===== src/rtl/alu_wb_arbiter_pkg.sv =====
// Shared types and helpers for the ALU Wishbone arbiter and its round-robin picker.
// State encoding, datapath widths and the function-op flag bit of alu_op.
package alu_wb_arbiter_pkg;

    typedef enum logic [1:0] {
        ARB_IDLE  = 2'd0,
        ARB_OWN   = 2'd1,
        ARB_DRAIN = 2'd2
    } arb_state_t;

    localparam int ALU_OP_FUNC_BIT = 8;
    localparam int OP_W   = 9;
    localparam int AB_W   = 18;
    localparam int C_W    = 48;
    localparam int P_W    = 48;
    localparam int NM_MAX = 8;

    function automatic logic [2:0] onehot_to_idx(input logic [NM_MAX-1:0] oh);
        logic [2:0] idx;
        idx = '0;
        for (int i = 0; i < NM_MAX; i++) begin
            if (oh[i]) idx = 3'(i);
        end
        return idx;
    endfunction

endpackage


===== src/rtl/alu_wb_arbiter_pick.sv =====
// Combinational round-robin picker: one-hot select of the first requester at or after ptr.
// Kept generic so the memory arbiter can reuse it.
module rr_arbiter_pick #(
    parameter int NM = 4,
    parameter int PW = $clog2(NM)
) (
    input  logic [NM-1:0] req,
    input  logic [PW-1:0] ptr,
    output logic [NM-1:0] pick
);

    always_comb begin
        logic found;
        int   idx;
        pick  = '0;
        found = 1'b0;
        idx   = 0;
        for (int i = 0; i < NM; i++) begin
            idx = (int'(ptr) + i) % NM;
            if (!found && req[PW'(idx)]) begin
                pick[PW'(idx)] = 1'b1;
                found          = 1'b1;
            end
        end
    end

endmodule


===== src/rtl/alu_wb_arbiter.sv =====
// Round-robin Wishbone arbiter in front of alu_top: one registered grant per bus cycle,
// operand mux towards the ALU, ack/stall routing back and outstanding-request tracking.
//
//  state     | meaning
//  ----------+-----------------------------------------------------------
//  ARB_IDLE  | no owner; alu_cycle low; picks next requester round-robin
//  ARB_OWN   | granted master drives the ALU; acks routed back to it
//  ARB_DRAIN | owner dropped cyc; late acks swallowed until outst is 0
module alu_wb_arbiter
    import alu_wb_arbiter_pkg::*;
#(
    parameter int NM    = 4,
    parameter int OUT_W = 2
) (
    input  logic               clk,
    input  logic               reset,
    input  logic [NM-1:0]      m_cyc,
    input  logic [NM-1:0]      m_stb,
    input  logic [NM*OP_W-1:0] m_op,
    input  logic [NM*AB_W-1:0] m_al,
    input  logic [NM*AB_W-1:0] m_ar,
    input  logic [NM*AB_W-1:0] m_bl,
    input  logic [NM*AB_W-1:0] m_br,
    input  logic [NM*C_W-1:0]  m_cl,
    input  logic [NM*C_W-1:0]  m_cr,
    output logic [NM-1:0]      m_ack,
    output logic [NM-1:0]      m_stall,
    output logic [P_W-1:0]     m_pl,
    output logic [P_W-1:0]     m_pr,
    output logic [NM-1:0]      m_gnt,
    output logic               alu_cycle,
    output logic               alu_strobe,
    output logic [OP_W-1:0]    alu_op,
    output logic [AB_W-1:0]    alu_al,
    output logic [AB_W-1:0]    alu_bl,
    output logic [AB_W-1:0]    alu_ar,
    output logic [AB_W-1:0]    alu_br,
    output logic [C_W-1:0]     alu_cl,
    output logic [C_W-1:0]     alu_cr,
    input  logic               alu_ack,
    input  logic               alu_stall,
    input  logic [P_W-1:0]     alu_pl,
    input  logic [P_W-1:0]     alu_pr
);

    localparam int PW = $clog2(NM);
    localparam logic [OUT_W-1:0] OUT_LIMIT = '1;

    arb_state_t     state;
    logic [PW-1:0]  ptr;
    logic [PW-1:0]  g;
    logic [PW-1:0]  ptr_nxt;
    logic [OUT_W-1:0] outst;
    logic [NM-1:0]  pick;
    logic           own;
    logic           full;
    logic           g_cyc;
    logic           g_stb;
    logic           inc;
    logic           dec;

    rr_arbiter_pick #(.NM(NM), .PW(PW)) u_pick (
        .req  (m_cyc),
        .ptr  (ptr),
        .pick (pick)
    );

    always_comb begin
        g       = PW'(onehot_to_idx(NM_MAX'(m_gnt)));
        ptr_nxt = (g == PW'(NM - 1)) ? '0 : g + PW'(1);
        own     = (state == ARB_OWN);
        full    = (outst == OUT_LIMIT);
        g_cyc   = |(m_cyc & m_gnt);
        g_stb   = |(m_stb & m_gnt);
    end

    // ALU side: driven only by the registered grant, never directly by m_cyc.
    always_comb begin
        alu_cycle  = (state != ARB_IDLE);
        alu_strobe = own & g_cyc & g_stb & ~full;
        alu_op     = '0;
        alu_al     = '0;
        alu_bl     = '0;
        alu_ar     = '0;
        alu_br     = '0;
        alu_cl     = '0;
        alu_cr     = '0;
        if (own) begin
            for (int i = 0; i < NM; i++) begin
                if (m_gnt[i]) begin
                    alu_op = m_op[i*OP_W +: OP_W];
                    alu_al = m_al[i*AB_W +: AB_W];
                    alu_bl = m_bl[i*AB_W +: AB_W];
                    alu_ar = m_ar[i*AB_W +: AB_W];
                    alu_br = m_br[i*AB_W +: AB_W];
                    alu_cl = m_cl[i*C_W +: C_W];
                    alu_cr = m_cr[i*C_W +: C_W];
                end
            end
        end
    end

    always_comb begin
        m_stall = '1;
        m_ack   = '0;
        m_pl    = '0;
        m_pr    = '0;
        if (own) begin
            m_stall = ~m_gnt | (m_gnt & {NM{alu_stall | full}});
            m_ack   = m_gnt & {NM{alu_ack}};
            if (alu_ack) begin
                m_pl = alu_pl;
                m_pr = alu_pr;
            end
        end
    end

    // A function op is accepted and acked in the same cycle, so an ack with
    // outst==0 is legal only when paired with an accept.
    always_comb begin
        inc = alu_strobe & ~alu_stall;
        dec = alu_ack & ((outst != '0) | inc);
    end

    always_ff @(posedge clk or posedge reset) begin
        if (reset) begin
            state <= ARB_IDLE;
            m_gnt <= '0;
            ptr   <= '0;
            outst <= '0;
        end else begin
            if (inc && !dec) begin
                outst <= outst + OUT_W'(1);
            end else if (dec && !inc) begin
                outst <= outst - OUT_W'(1);
            end
            case (state)
                ARB_IDLE: begin
                    if (|m_cyc) begin
                        m_gnt <= pick;
                        state <= ARB_OWN;
                    end
                end
                ARB_OWN: begin
                    if (!g_cyc) begin
                        if (outst == '0) begin
                            state <= ARB_IDLE;
                            m_gnt <= '0;
                            ptr   <= ptr_nxt;
                        end else begin
                            state <= ARB_DRAIN;
                        end
                    end
                end
                ARB_DRAIN: begin
                    if (outst == '0 && !alu_ack) begin
                        state <= ARB_IDLE;
                        m_gnt <= '0;
                        ptr   <= ptr_nxt;
                    end
                end
                default: begin
                    state <= ARB_IDLE;
                    m_gnt <= '0;
                end
            endcase
        end
    end

`ifndef SYNTHESIS
    ack_underflow_a: assert property (@(posedge clk) disable iff (reset)
        !(alu_ack && outst == '0 && !inc));
    func_same_cycle_ack_a: assert property (@(posedge clk) disable iff (reset)
        (inc && alu_op[ALU_OP_FUNC_BIT]) |-> alu_ack);
`endif

endmodule

===== config.mk =====
export PLATFORM = sky130hd
export DESIGN_NAME = alu_wb_arbiter
export DESIGN_NICKNAME = d
export VERILOG_FILES = /design/src/rtl/alu_wb_arbiter_pkg.sv /design/src/rtl/alu_wb_arbiter_pick.sv /design/src/rtl/alu_wb_arbiter.sv
export SDC_FILE = /design/constraint.sdc
export NUM_CORES = 1
export LEC_CHECK = 0
export CORE_AREA = 3 3 423 425
export DETAILED_ROUTE_END_ITERATION = 8
export DIE_AREA = 0 0 426 428
export GPL_TIMING_DRIVEN = 0
export PLACE_DENSITY = 0.3
export SYNTH_ARGS = -nofsm -noshare
export SYNTH_HDL_FRONTEND = slang
export SYNTH_SLANG_ARGS = --single-unit

===== constraint.sdc =====
create_clock -name clk -period 7.5 [get_ports clk]
set_input_delay 1.875 -clock clk [delete_from_list [all_inputs] [get_ports clk]]
set_output_delay 1.875 -clock clk [all_outputs]
set_load 0.005 [all_outputs]

# After elaboration in Yosys (flattened, before gate mapping)
# Cells that the tools add are included.
# Widths: inputs -> output; s select.
# word_totals
regBits	10
input_bits	816
output_inout_bits	287
word_cells	160
# classes
add_sub_neg	6
magnitude_cmp	8
n_eq_ne	8
muxes	88
n_bitwise	18
n_reduce_logical	28
# ops
operator	count
$mux 48	14
$mux 18	20
$mux 9	5
$mux 4	10
$mux 2	12
$and 4x4->4	4
$lt 2x4->1 const B	4
$mux 1	16
$or 4x4->4	4
$pmux 4 s3	1
$reduce_or 4->1	3
$logic_and 1x1->1	10
$bmux 1 s2	4
$demux 1 s2	4
$ge 2x1->1 const B	4
$reduce_and 4->1	2
$reduce_bool 2->1	4
$add 2x1->2 const B	3
$eq 2x2->1 const B	3
$logic_not 1->1	6
$ne 2x2->1 const B	3
$pmux 2 s3	1
$and 1x1->1	5
$add 2x2->2 const B	2
9 further kinds	12

# Longest topological paths before layout
# logic_depth
word_depth	15
ltp_mapped	9
mapped_depth_nobuf	8

# Hierarchy
# Synthesis repeated with hierarchy kept, for this count alone.
# hier_totals
hier_cells	1052
area_unflattened_um2	6648.9
# modules_own_cells
mod	instances	cells_per_inst	area_each_um2	seq_area_each_um2
alu_wb_arbiter	1	1011	6244.7	250.2
rr_arbiter_pick	1	41	404.1	0.0

# Worst setup path after synthesis
# Ideal clock, no wire load.
# synth_timing
path_kind	input-to-output
from	in m_cyc[2]
to	out alu_strobe
arrival_time_ns	2.597
t_required_ns	5.625
path_slack_ns	3.028
cell_stages	4
n_path_buf	1
cell_sequence	buf_6 > a22o_1 > a221oi_2 > nor3_1
# synth_via
elab_chain_len	5
# synth_rtl
item	line_no	text
start: declaration	alu_wb_arbiter.sv:17	input logic [NM-1:0] m_cyc,
$and 4x4->4	alu_wb_arbiter.sv:73	g_cyc = |(m_cyc & m_gnt);
$reduce_or 4->1	alu_wb_arbiter.sv:73	
$and 1x1->1 (3 in a row)	alu_wb_arbiter.sv:80	alu_strobe = own & g_cyc & g_stb & ~full;
end: declaration	alu_wb_arbiter.sv:32	output logic alu_strobe,
# Every way passes these cells.

# Worst setup path in the final report
# layout_timing
from	in alu_ack
to	out m_pl[41]
# layout_via
elab_chain_len	2
# layout_rtl
item	line_no	text
start: declaration	alu_wb_arbiter.sv:40	input logic alu_ack,
$mux 48	alu_wb_arbiter.sv:111	if (alu_ack) begin
$mux 48	alu_wb_arbiter.sv:108	if (own) begin
end: declaration	alu_wb_arbiter.sv:28	output logic [P_W-1:0] m_pl,
# Every way passes these cells.

==> results.py <==
metrics = {
    "worst_hold_path": {
        "min_from": "outst[1]",
        "hp-class": "flop to flop",
    },
    "worst_setup_path": {
        "path_max_fanout": 10,
        "critPathRequiredTime_ps": 5620,
        "rrSetupSlack_ps": 4460,
        "r2r_cells": 5,
        "critPathLaunchType": "input port",
        "crit_end": "m_pl[41]",
        "r2r_end": "ptr[1]",
        "crit_path_end_kind": "primary output",
        "crit_start": "alu_ack",
        "cp.arrival_ps": 4540,
        "path_class": "input port to primary output",
        "r2r-start": "m_gnt[3]",
    },
    "clock_network": {
        "post-cts-setup-buffer-count": 0,
        "clock_sinks": 10,
        "clock-root-buffer": "clkbuf_16",
        "numCtsBuffers": 3,
        "cts_tree": "done",
        "clock_path_buffers": 2,
        "clkTransAtPathRegs_ps": 40,
        "clk_latency_ps": 240,
        "post_cts_resized": 0,
        "cts_hold_buf": 0,
        "htreeDepth": 1,
    },
    "pwr": {
        "ir_worst_vdd_mv": 0.112,
        "total_power_uw": 6270,
        "power_density_mw_per_mm2": 296,
        "leakage_uw": 0.00695,
    },
    "die": {
        "start_util": 0.0398,
        "ioPinCount": 1103,
        "die_height_um": 428,
        "die_w_um": 426,
        "fp.dieArea_mm2": 0.182,
        "fp-row-count": 154,
        "design.core.area_mm2": 0.176,
    },
    "synthesis": {
        "yosys-top-cells-area": "a221oi_1 22%, nor2_1 19%, a21oi_1 13%",
        "synth_area_mm2": 0.00699,
        "yosys_warnings": 0,
        "yosysUniqueCellTypes": 43,
        "ys_seq_area_frac": 0.0358,
        "ys_seq_elements": 10,
        "async_flop_share": 1.00,
        "synth_cells": 1264,
        "synth_fp_nets": 2089,
        "synth.top_cell.area_share": 0.222,
        "synth_edf_count": 0,
        "synth_area_per_cell_um2": 5.53,
        "synth_area_leader_cell": "a221oi_1",
        "ys.flop_type": "dfrtp_1",
    },
    "grt": {
        "grt_pass1_vias": 15912,
        "grt-ovfl-total": 0,
        "antenna_found_initial": 98,
        "grt_util_all_layers": 0.172,
        "grt-busiest-layer": "met2",
        "use_met2": 0.313,
        "use_met1": 0.204,
        "grt_pass1_wl_um": 200000,
        "use_met3": 0.0426,
        "grt_max_degree": 11,
    },
    "final_layout": {
        "final_common_cell": "clkdlybuf4s50_1",
        "nNetsFinal": 3198,
        "fillers": 20553,
        "drive_gt1_frac": 0.0181,
        "layout_common_cells": "1100 x clkdlybuf4s50_1, 356 x nor2_1, 183 x a21oi_1",
        "fin_util": 0.121,
        "area_growth_pct": 203,
    },
    "sta": {
        "finalCriticalPeriod_ps": 6410,
        "finClkSkew_ps": 1.63,
        "finalHoldViolations": 0,
        "drv_slew": 0,
        "rsz0062_at_grt": "false",
        "worst_slew_margin_rel": 0.0860,
        "period_share": 0.855,
        "setup_ws_ps": 1090,
        "setup_viol": 0,
        "max_slew.worst_pin.slew_ps": 1370,
        "max_freq_mhz": 156,
        "setup_tns_ps": 0,
    },
    "drt": {
        "totalWireLength_um": 166000,
        "wl_per_cell_um": 35.0,
        "drtPass1Iterations": 5,
        "ant_nets": 0,
        "detail_route.iter0.violations": 1335,
        "drc": 0,
        "vias": 15941,
        "via_per_inst": 3.37,
    },
    "place": {
        "pre_cts_ws_ps": 908,
        "place.gp.congestion": 0.925,
        "dp_hpwl_um": 152000,
        "numPortBuffers": 1100,
    },
    "run_status": {
        "outcome": "complete, no violations",
    },
    "run": {
        "cap_violations": 0,
    },
}
## kinds of logic after synthesis
kind of cell / count (synthesis) / synth area share
flops: 10 / 0.0358
xor+xnor: 3 / 0.00376
compound gates: 390 / 0.395
simple gates: 670 / 0.435
mux: 6 / 0.0134
fa+ha+maj: 9 / 0.0161
buf+inv: 176 / 0.101
## synthesized netlist by cell type, types with 2 or more instances
cell       number
a22o_1          2
or2_1           2
a221o_1         4
dfrtp_1        10
buf_6           2
or3b_1          2
nor2_1        356
a21oi_1       183
inv_1           6
xor2_1          2
and3_1        100
nor3_1        180
a221oi_1      177
mux2i_1         3
buf_1           4
o21a_1          5
nand3b_1        3
nor4_1          2
nor2b_1         4
clkbuf_1      142
buf_2          20
a22oi_1         2
o21ai_0         5
ha_1            9
a2111oi_4       3
mux4_1          2
nand2_1        18
## worst min-delay path by stage
stage	to	slack [ps]	cells after the start
after CTS	outst[1]	600	1
after global placement	outst[1]	580	1
final	outst[1]	610	1
after global routing	outst[1]	620	1
after detailed placement	outst[1]	590	1
after floorplan	outst[1]	520	1
## final cells by class
cell class | instances | area, um^2 | area share
antenna | 24 | 60.1 | 0.00284
timing repair buffer | 1104 | 11100 | 0.524
multi-input combinational | 1078 | 6040 | 0.285
inverter | 7 | 26.3 | 0.00124
buffer | 169 | 686 | 0.0324
sequential | 10 | 250 | 0.0118
tap | 2340 | 2930 | 0.138
clock buffer | 4 | 88.8 | 0.00419
## through the flow
| step | cell area (um^2) | std cells | hold slack [ps] |
|---|---|---|---|
| after floorplan | 6990 | 1264 | 521 |
| after global placement | 20900 | 4704 | 575 |
| after detailed placement | 21000 | 4708 | 591 |
| after CTS | 21100 | 4712 | 602 |
| after global routing | 21200 | 4724 | 620 |
| final | 21200 | 4736 | 605 |
## state kept, by name (all words and copies together) (netlist names)
signal and cells:
m_gnt 4, outst 2, ptr 2, state 2
## report_power, final
part | internal, uW | switching (uW) | leakage [uW] | total (uW)
clock | 80.2 | 25.2 | 0.0000443 | 105
combinational | 2170 | 3880 | 0.00678 | 6050
sequential | 77.1 | 32.7 | 0.000125 | 110
## metal layers
layer,part of all wire,vias up
met5,0.0015,-
met4,0.016,44
met3,0.075,162
met2,0.51,867
met1,0.40,7899
li1,-,6969
## critical path: stages
cell	delay, ps
clkdlybuf4s50_1	560
clkbuf_1	540
clkbuf_1	630
and3_1	310
clkdlybuf4s50_1	600
Power figures use the tool's default switching activity.
